<file path="src/rtl/fetch_defs.sv">
// rtl/fetch_defs.sv - shared fetch-stage encodings and constants
package fetch_defs;

  localparam int INST_W = 32;
  localparam logic [INST_W-1:0] NOP_INST = 32'h0000_0000;

  typedef enum logic [1:0] {
    FS_IDLE = 2'd0,
    FS_WAIT = 2'd1,
    FS_DROP = 2'd2
  } fetch_state_e;

endpackage

</file>
<file path="src/rtl/fifo_sync.sv">
// rtl/fifo_sync.sv - synchronous power-of-two FIFO with flush and combinational head
module fifo_sync #(
  parameter int WIDTH = 64,
  parameter int DEPTH = 4,
  localparam int PTR_W = $clog2(DEPTH),
  localparam int CNT_W = PTR_W + 1
) (
  input  logic             clk,
  input  logic             reset,
  input  logic             push,
  input  logic [WIDTH-1:0] push_data,
  input  logic             pop,
  input  logic             flush,
  output logic             full,
  output logic             empty,
  output logic [CNT_W-1:0] count,
  output logic [WIDTH-1:0] head_data
);

  logic [WIDTH-1:0] mem_q [DEPTH];
  logic [WIDTH-1:0] mem_d [DEPTH];
  logic [PTR_W-1:0] wr_ptr_q, wr_ptr_d;
  logic [PTR_W-1:0] rd_ptr_q, rd_ptr_d;
  logic [CNT_W-1:0] count_q, count_d;

  always_comb begin
    mem_d    = mem_q;
    wr_ptr_d = wr_ptr_q;
    rd_ptr_d = rd_ptr_q;
    count_d  = count_q;
    // Flush wins over any push/pop in the same cycle
    if (flush) begin
      wr_ptr_d = '0;
      rd_ptr_d = '0;
      count_d  = '0;
    end else begin
      if (push) begin
        mem_d[wr_ptr_q] = push_data;
        wr_ptr_d        = wr_ptr_q + PTR_W'(1);
      end
      if (pop) begin
        rd_ptr_d = rd_ptr_q + PTR_W'(1);
      end
      count_d = count_q + CNT_W'(push) - CNT_W'(pop);
    end
  end

  always_ff @(posedge clk) begin
    mem_q <= mem_d;
  end

  always_ff @(posedge clk) begin
    if (!reset) begin
      wr_ptr_q <= '0;
      rd_ptr_q <= '0;
      count_q  <= '0;
    end else begin
      wr_ptr_q <= wr_ptr_d;
      rd_ptr_q <= rd_ptr_d;
      count_q  <= count_d;
    end
  end

  assign full      = (count_q == CNT_W'(DEPTH));
  assign empty     = (count_q == '0);
  assign count     = count_q;
  assign head_data = mem_q[rd_ptr_q];

endmodule

</file>
<file path="src/rtl/fetch_prefetch_queue.sv">
// rtl/fetch_prefetch_queue.sv - instruction prefetch: sequential fetch FSM feeding a FIFO to IF/ID
module fetch_prefetch_queue
  import fetch_defs::*;
#(
  parameter int          DEPTH    = 4,
  parameter logic [31:0] RESET_PC = 32'h0000_0000
) (
  input  logic              clk,
  input  logic              reset,
  output logic              mem_req,
  output logic [31:0]       mem_addr,
  input  logic              mem_ack,
  input  logic [INST_W-1:0] mem_rdata,
  input  logic              redirect,
  input  logic [31:0]       redirect_pc,
  input  logic              hold,
  output logic              inst_valid,
  output logic [INST_W-1:0] inst,
  output logic [31:0]       inst_pc4
);

  localparam int CNT_W = $clog2(DEPTH) + 1;
  localparam logic [CNT_W:0] DEPTH_C = (CNT_W + 1)'(DEPTH);

  fetch_state_e state_q, state_d;
  logic [31:0]  fetch_pc_q, fetch_pc_d;
  logic [31:0]  req_addr_q, req_addr_d;

  logic                  push, pop, full, empty;
  logic [CNT_W-1:0]      count;
  logic [CNT_W:0]        post_cnt;
  logic [2*INST_W-1:0]   head_data;

  fifo_sync #(
    .WIDTH (2 * INST_W),
    .DEPTH (DEPTH)
  ) u_fifo (
    .clk       (clk),
    .reset     (reset),
    .push      (push),
    .push_data ({mem_rdata, req_addr_q + 32'd4}),
    .pop       (pop),
    .flush     (redirect),
    .full      (full),
    .empty     (empty),
    .count     (count),
    .head_data (head_data)
  );

  assign inst_valid = ~empty;
  assign inst       = inst_valid ? head_data[2*INST_W-1:INST_W] : NOP_INST;
  assign inst_pc4   = inst_valid ? head_data[31:0] : 32'h0;

  always_comb begin
    state_d    = state_q;
    fetch_pc_d = fetch_pc_q;
    req_addr_d = req_addr_q;
    push       = 1'b0;
    pop        = inst_valid & ~hold & ~redirect;
    mem_req    = (state_q != FS_IDLE);
    mem_addr   = mem_req ? req_addr_q : fetch_pc_q;
    post_cnt   = {1'b0, count} + (CNT_W + 1)'(1) - (CNT_W + 1)'(pop);

    unique case (state_q)
      FS_IDLE: begin
        if (redirect) begin
          fetch_pc_d = redirect_pc;
        end else if (!(full && !pop)) begin
          state_d    = FS_WAIT;
          req_addr_d = fetch_pc_q;
        end
      end
      FS_WAIT: begin
        if (redirect) begin
          fetch_pc_d = redirect_pc;
          state_d    = mem_ack ? FS_IDLE : FS_DROP;
        end else if (mem_ack) begin
          push       = 1'b1;
          fetch_pc_d = req_addr_q + 32'd4;
          // Chain the next request only if the FIFO still has room after this push
          if (post_cnt < DEPTH_C) begin
            req_addr_d = req_addr_q + 32'd4;
          end else begin
            state_d = FS_IDLE;
          end
        end
      end
      FS_DROP: begin
        if (redirect) begin
          fetch_pc_d = redirect_pc;
        end
        if (mem_ack) begin
          state_d = FS_IDLE;
        end
      end
      default: state_d = FS_IDLE;
    endcase
  end

  always_ff @(posedge clk) begin
    if (!reset) begin
      state_q    <= FS_IDLE;
      fetch_pc_q <= RESET_PC;
      req_addr_q <= RESET_PC;
    end else begin
      state_q    <= state_d;
      fetch_pc_q <= fetch_pc_d;
      req_addr_q <= req_addr_d;
    end
  end

endmodule

</file>
<file path="config.mk">
export PLATFORM = sky130hd
export DESIGN_NAME = fetch_prefetch_queue
export DESIGN_NICKNAME = d
export VERILOG_FILES = /design/src/rtl/fetch_defs.sv /design/src/rtl/fifo_sync.sv /design/src/rtl/fetch_prefetch_queue.sv
export SDC_FILE = /design/constraint.sdc
export NUM_CORES = 1
export LEC_CHECK = 0
export ABC_AREA = 1
export BUFFER_PORTS_ARGS = -buffer_cell sky130_fd_sc_hd__buf_4
export CORE_AREA = 2 2 168 170
export DETAILED_ROUTE_END_ITERATION = 8
export DIE_AREA = 0 0 170 172
export GPL_TIMING_DRIVEN = 0
export PLACE_DENSITY = 0.75
export SYNTH_ARGS = -nofsm -noshare
export SYNTH_HDL_FRONTEND = slang
export SYNTH_SLANG_ARGS = --single-unit
</file>
<file path="constraint.sdc">
create_clock -name clk -period 4.55 [get_ports clk]
set_input_delay 0.6825 -clock clk [delete_from_list [all_inputs] [get_ports clk]]
set_output_delay 0.6825 -clock clk [all_outputs]
set_load 0.01 [all_outputs]
</file>
==> implementation parameters <==
Parameter                              Value

Status
  Status ... finished clean

GRT
  First-pass GRT wire length ... 60.4 mm
  Via count of the first global-routing pass ... 11100
  Total congestion overflow after global routing ... 0
  Pin count of the biggest net entering global routing ... 29
  Initial antenna violation count ... 0
  Total Routing Usage GR ... 27.1%

Timing
  Slew of the pin with the lowest slew margin ... 0.837 ns
  Max Slew Vio Count ... 0
  Slew margin rel. ... 44.1%
  Clk_skew ... 0.0201 ns
  Number of endpoints failing setup at the final stage ... 0
  RSZ-0062 raised after global routing ... no
  Worst path setup slack after routing ... 1.05 ns
  FMAX ... 286 MHz
  Share of the clock period used by the worst path ... 76.9%
  Hold violation total from the final report ... 0
  Final min period ... 3.50 ns

CTS
  Gates resized, CTS repair ... 0
  Cts bufs inserted ... 35
  Clock-pin slew on the worst setup and hold paths ... 0.06 ns
  Root buffer selected by CTS ... clkbuf_16
  Post-CTS setup-driven buffer insertion count ... 0
  TritonCTS clock tree ... done
  Clock latency at the later pin of the worst-skew pair ... 0.52 ns
  Hold Buf Count CTS ... 0
  Deepest clock path buffer count ... 3
  # H-tree levels ... 2
  Num Clock Sinks ... 329

Floorplan
  Number of rows created at floorplan ... 61
  Die area ... 29200 um2
  Top-level I/O count ... 167
  Starting density of the core ... 52.0%
  Horizontal die dimension ... 170 um
  Die Y-Extent ... 172 um
  Standard cell core area ... 27500 um2

Finish
  Leading cell type in the layout, fill and taps excluded ... nor2_1
  Net count, final ... 1740
  Area overhead of the layout relative to synthesis ... 21.3%
  Total of fill cells in the finished design ... 2183
  Commonest cells after routing, fill and taps aside ... nor2_1, edfxtp_1, o21ai_0
  Utilization after layout ... 63.1%
  Number of standard cells in the final layout excluding fillers ... 2034
  Share of post-route cells with drive strength above 1 ... 16.8%
  Antenna diode count ... 0

Power and ir drop
  Cell-internal power ... 5220 uW
  Static leakage power ... 0.00639 uW
  Maximum resistive drop on vdd ... 0.277 mV
  Proportion of power drawn by combinational gates ... 8.2%
  Sum of internal, switching and leakage power ... 6800 uW
  Net switching share of the total power ... 23.3%
  Areal power density over the cells ... 392 nW/um2
  Power spent charging and discharging nets ... 1580 uW
  Sequential share of power ... 49.9%
  Fraction of power consumed by the clock network ... 41.9%

Synth
  Mapped Avg Cell Area ... 9.85 um2
  Post-synthesis cell area ... 14300 um2
  Post-synthesis register bit count ... 329
  Fraction of the yosys area taken by sequential cells ... 64.0%
  Synth Net Count ... 1530
  Gate count after technology mapping ... 1452
  Number of distinct library cells after synthesis ... 31
  Warnings from Yosys ... 0

Drt
  Drt drc ... 0
  Count of TritonRoute iterations in the first routing pass ... 7
  Violation count after the first detailed-routing iteration ... 1077
  Avg Vias per Cell ... 5.63
  DRT antenna net count ... 0
  Per-cell routed wire length ... 19.7 um
  DRT Wirelength ... 40.2 mm
  Detailed-route via count ... 11500

Min path
  HP Class ... in2reg

Critical path
  Largest fanout on the critical path ... 10
  Kind of end point of the critical path ... primary output
  Worst Setup Start Kind ... flip-flop
  Class of the most critical setup path ... reg2out
  Worst EP required ... 3.87 ns
  Crit path arrival time ... 2.82 ns

Flow run
  Maximum Capacitance Violations ... 0

Place
  HPWL after detailed placement ... 26.9 mm
  Final GP Congestion ... 1.00
  Count of placed standard cells including taps ... 1971
  Pre-CTS setup slack ... 1.44 ns
  IO Port Bufs ... 165
critical path: stages, from the launching register on:
cell and delay, ns:
dfxtp_1 0.36, nor3_1 0.47, clkbuf_1 0.53, clkbuf_1 0.53, a21oi_1 0.20, buf_4 0.20
state kept, by name, indices dropped and copies added, names as in the netlist:
| signal | count |
|---|---|
| u_fifo.rd_ptr_q | 2 |
| u_fifo.wr_ptr_q | 2 |
| u_fifo.count | 3 |
| u_fifo.mem_q | 256 |
| state_q | 2 |
| fetch_pc_q | 32 |
| req_addr_q | 32 |
routing by layer:
metal  GRT usage [%]  wire (um)
met2            45.8      19100
met5               0          0
met3            4.46       3150
met4            11.7       1530
met1            34.9      16300
Yosys cell counts, drive strengths merged:
library cell,count,area (um2)
inv,59,221
o21ai,221,1110
ha,8,100
clkbuf,65,244
or2,1,6.26
o211ai,1,7.51
xor2,15,169
xnor2,2,17.5
fa,1,20.0
and2,7,43.8
nor2,311,1250
a21oi,180,901
edfxtp,256,7690
nand3,29,145
o21bai,1,7.51
buf,21,104
o211a,1,10.0
nor3,2,10.0
nand2,193,749
dfxtp,73,1460
a31oi,5,31.3
layout make-up:
class	count	area, um2	share of cell area, %
Inverter	59	221	1.28
Clock buffer	48	985	5.68
Clock inverter	15	179	1.03
Multi-Input combinational cell	978	4610	26.6
Sequential cell	329	9150	52.7
Buffer	86	348	2.01
Tap cell	346	433	2.50
Timing Repair Buffer	173	1420	8.19
final timing paths:
path	startpoint	endpoint	slack [ns]	depth (start not counted)
setup / recovery	u_fifo.count[1]	inst_pc4[20]	1.05	5
hold / removal	mem_rdata[17]	u_fifo.mem_q[113]	0.36	1
setup reg to reg	state_q[0]	u_fifo.mem_q[165]	1.89	8
hold reg to reg	req_addr_q[5]	req_addr_q[5]	0.50	2
power groups by stage:
stage	Sequential, uW	Combinational, uW	Clock, uW
final	3390	555	2850
after global routing	3400	603	3000
after CTS	3390	547	2880
after detailed placement	3450	542	0
after global placement	3450	525	0
after floorplan	3440	288	0
stage by stage:
step | hold slack [ns] | setup TNS, ns | area, um2
final | 0.358 | 0 | 17300
after global routing | 0.345 | 0 | 17300
after CTS | 0.342 | 0 | 17300
after detailed placement | 0.485 | 0 | 16200
after global placement | 0.476 | -529.94 | 16000
after floorplan | 0.458 | 0 | 14300
logic make-up (layout without fill, tap and decap cells):
group | count (synthesis) | in the layout | share of synthesized area [%]
AOI/OAI and AO/OA | 409 | 409 | 14.5
buffers and inverters | 145 | 381 | 3.98
DFF | 329 | 329 | 64.0
adders and majority gates | 9 | 9 | 0.840
xor gates and xnor gates | 17 | 17 | 1.30
and+or+nand+nor | 543 | 543 | 15.4
(Power assumes the default switching activity.)
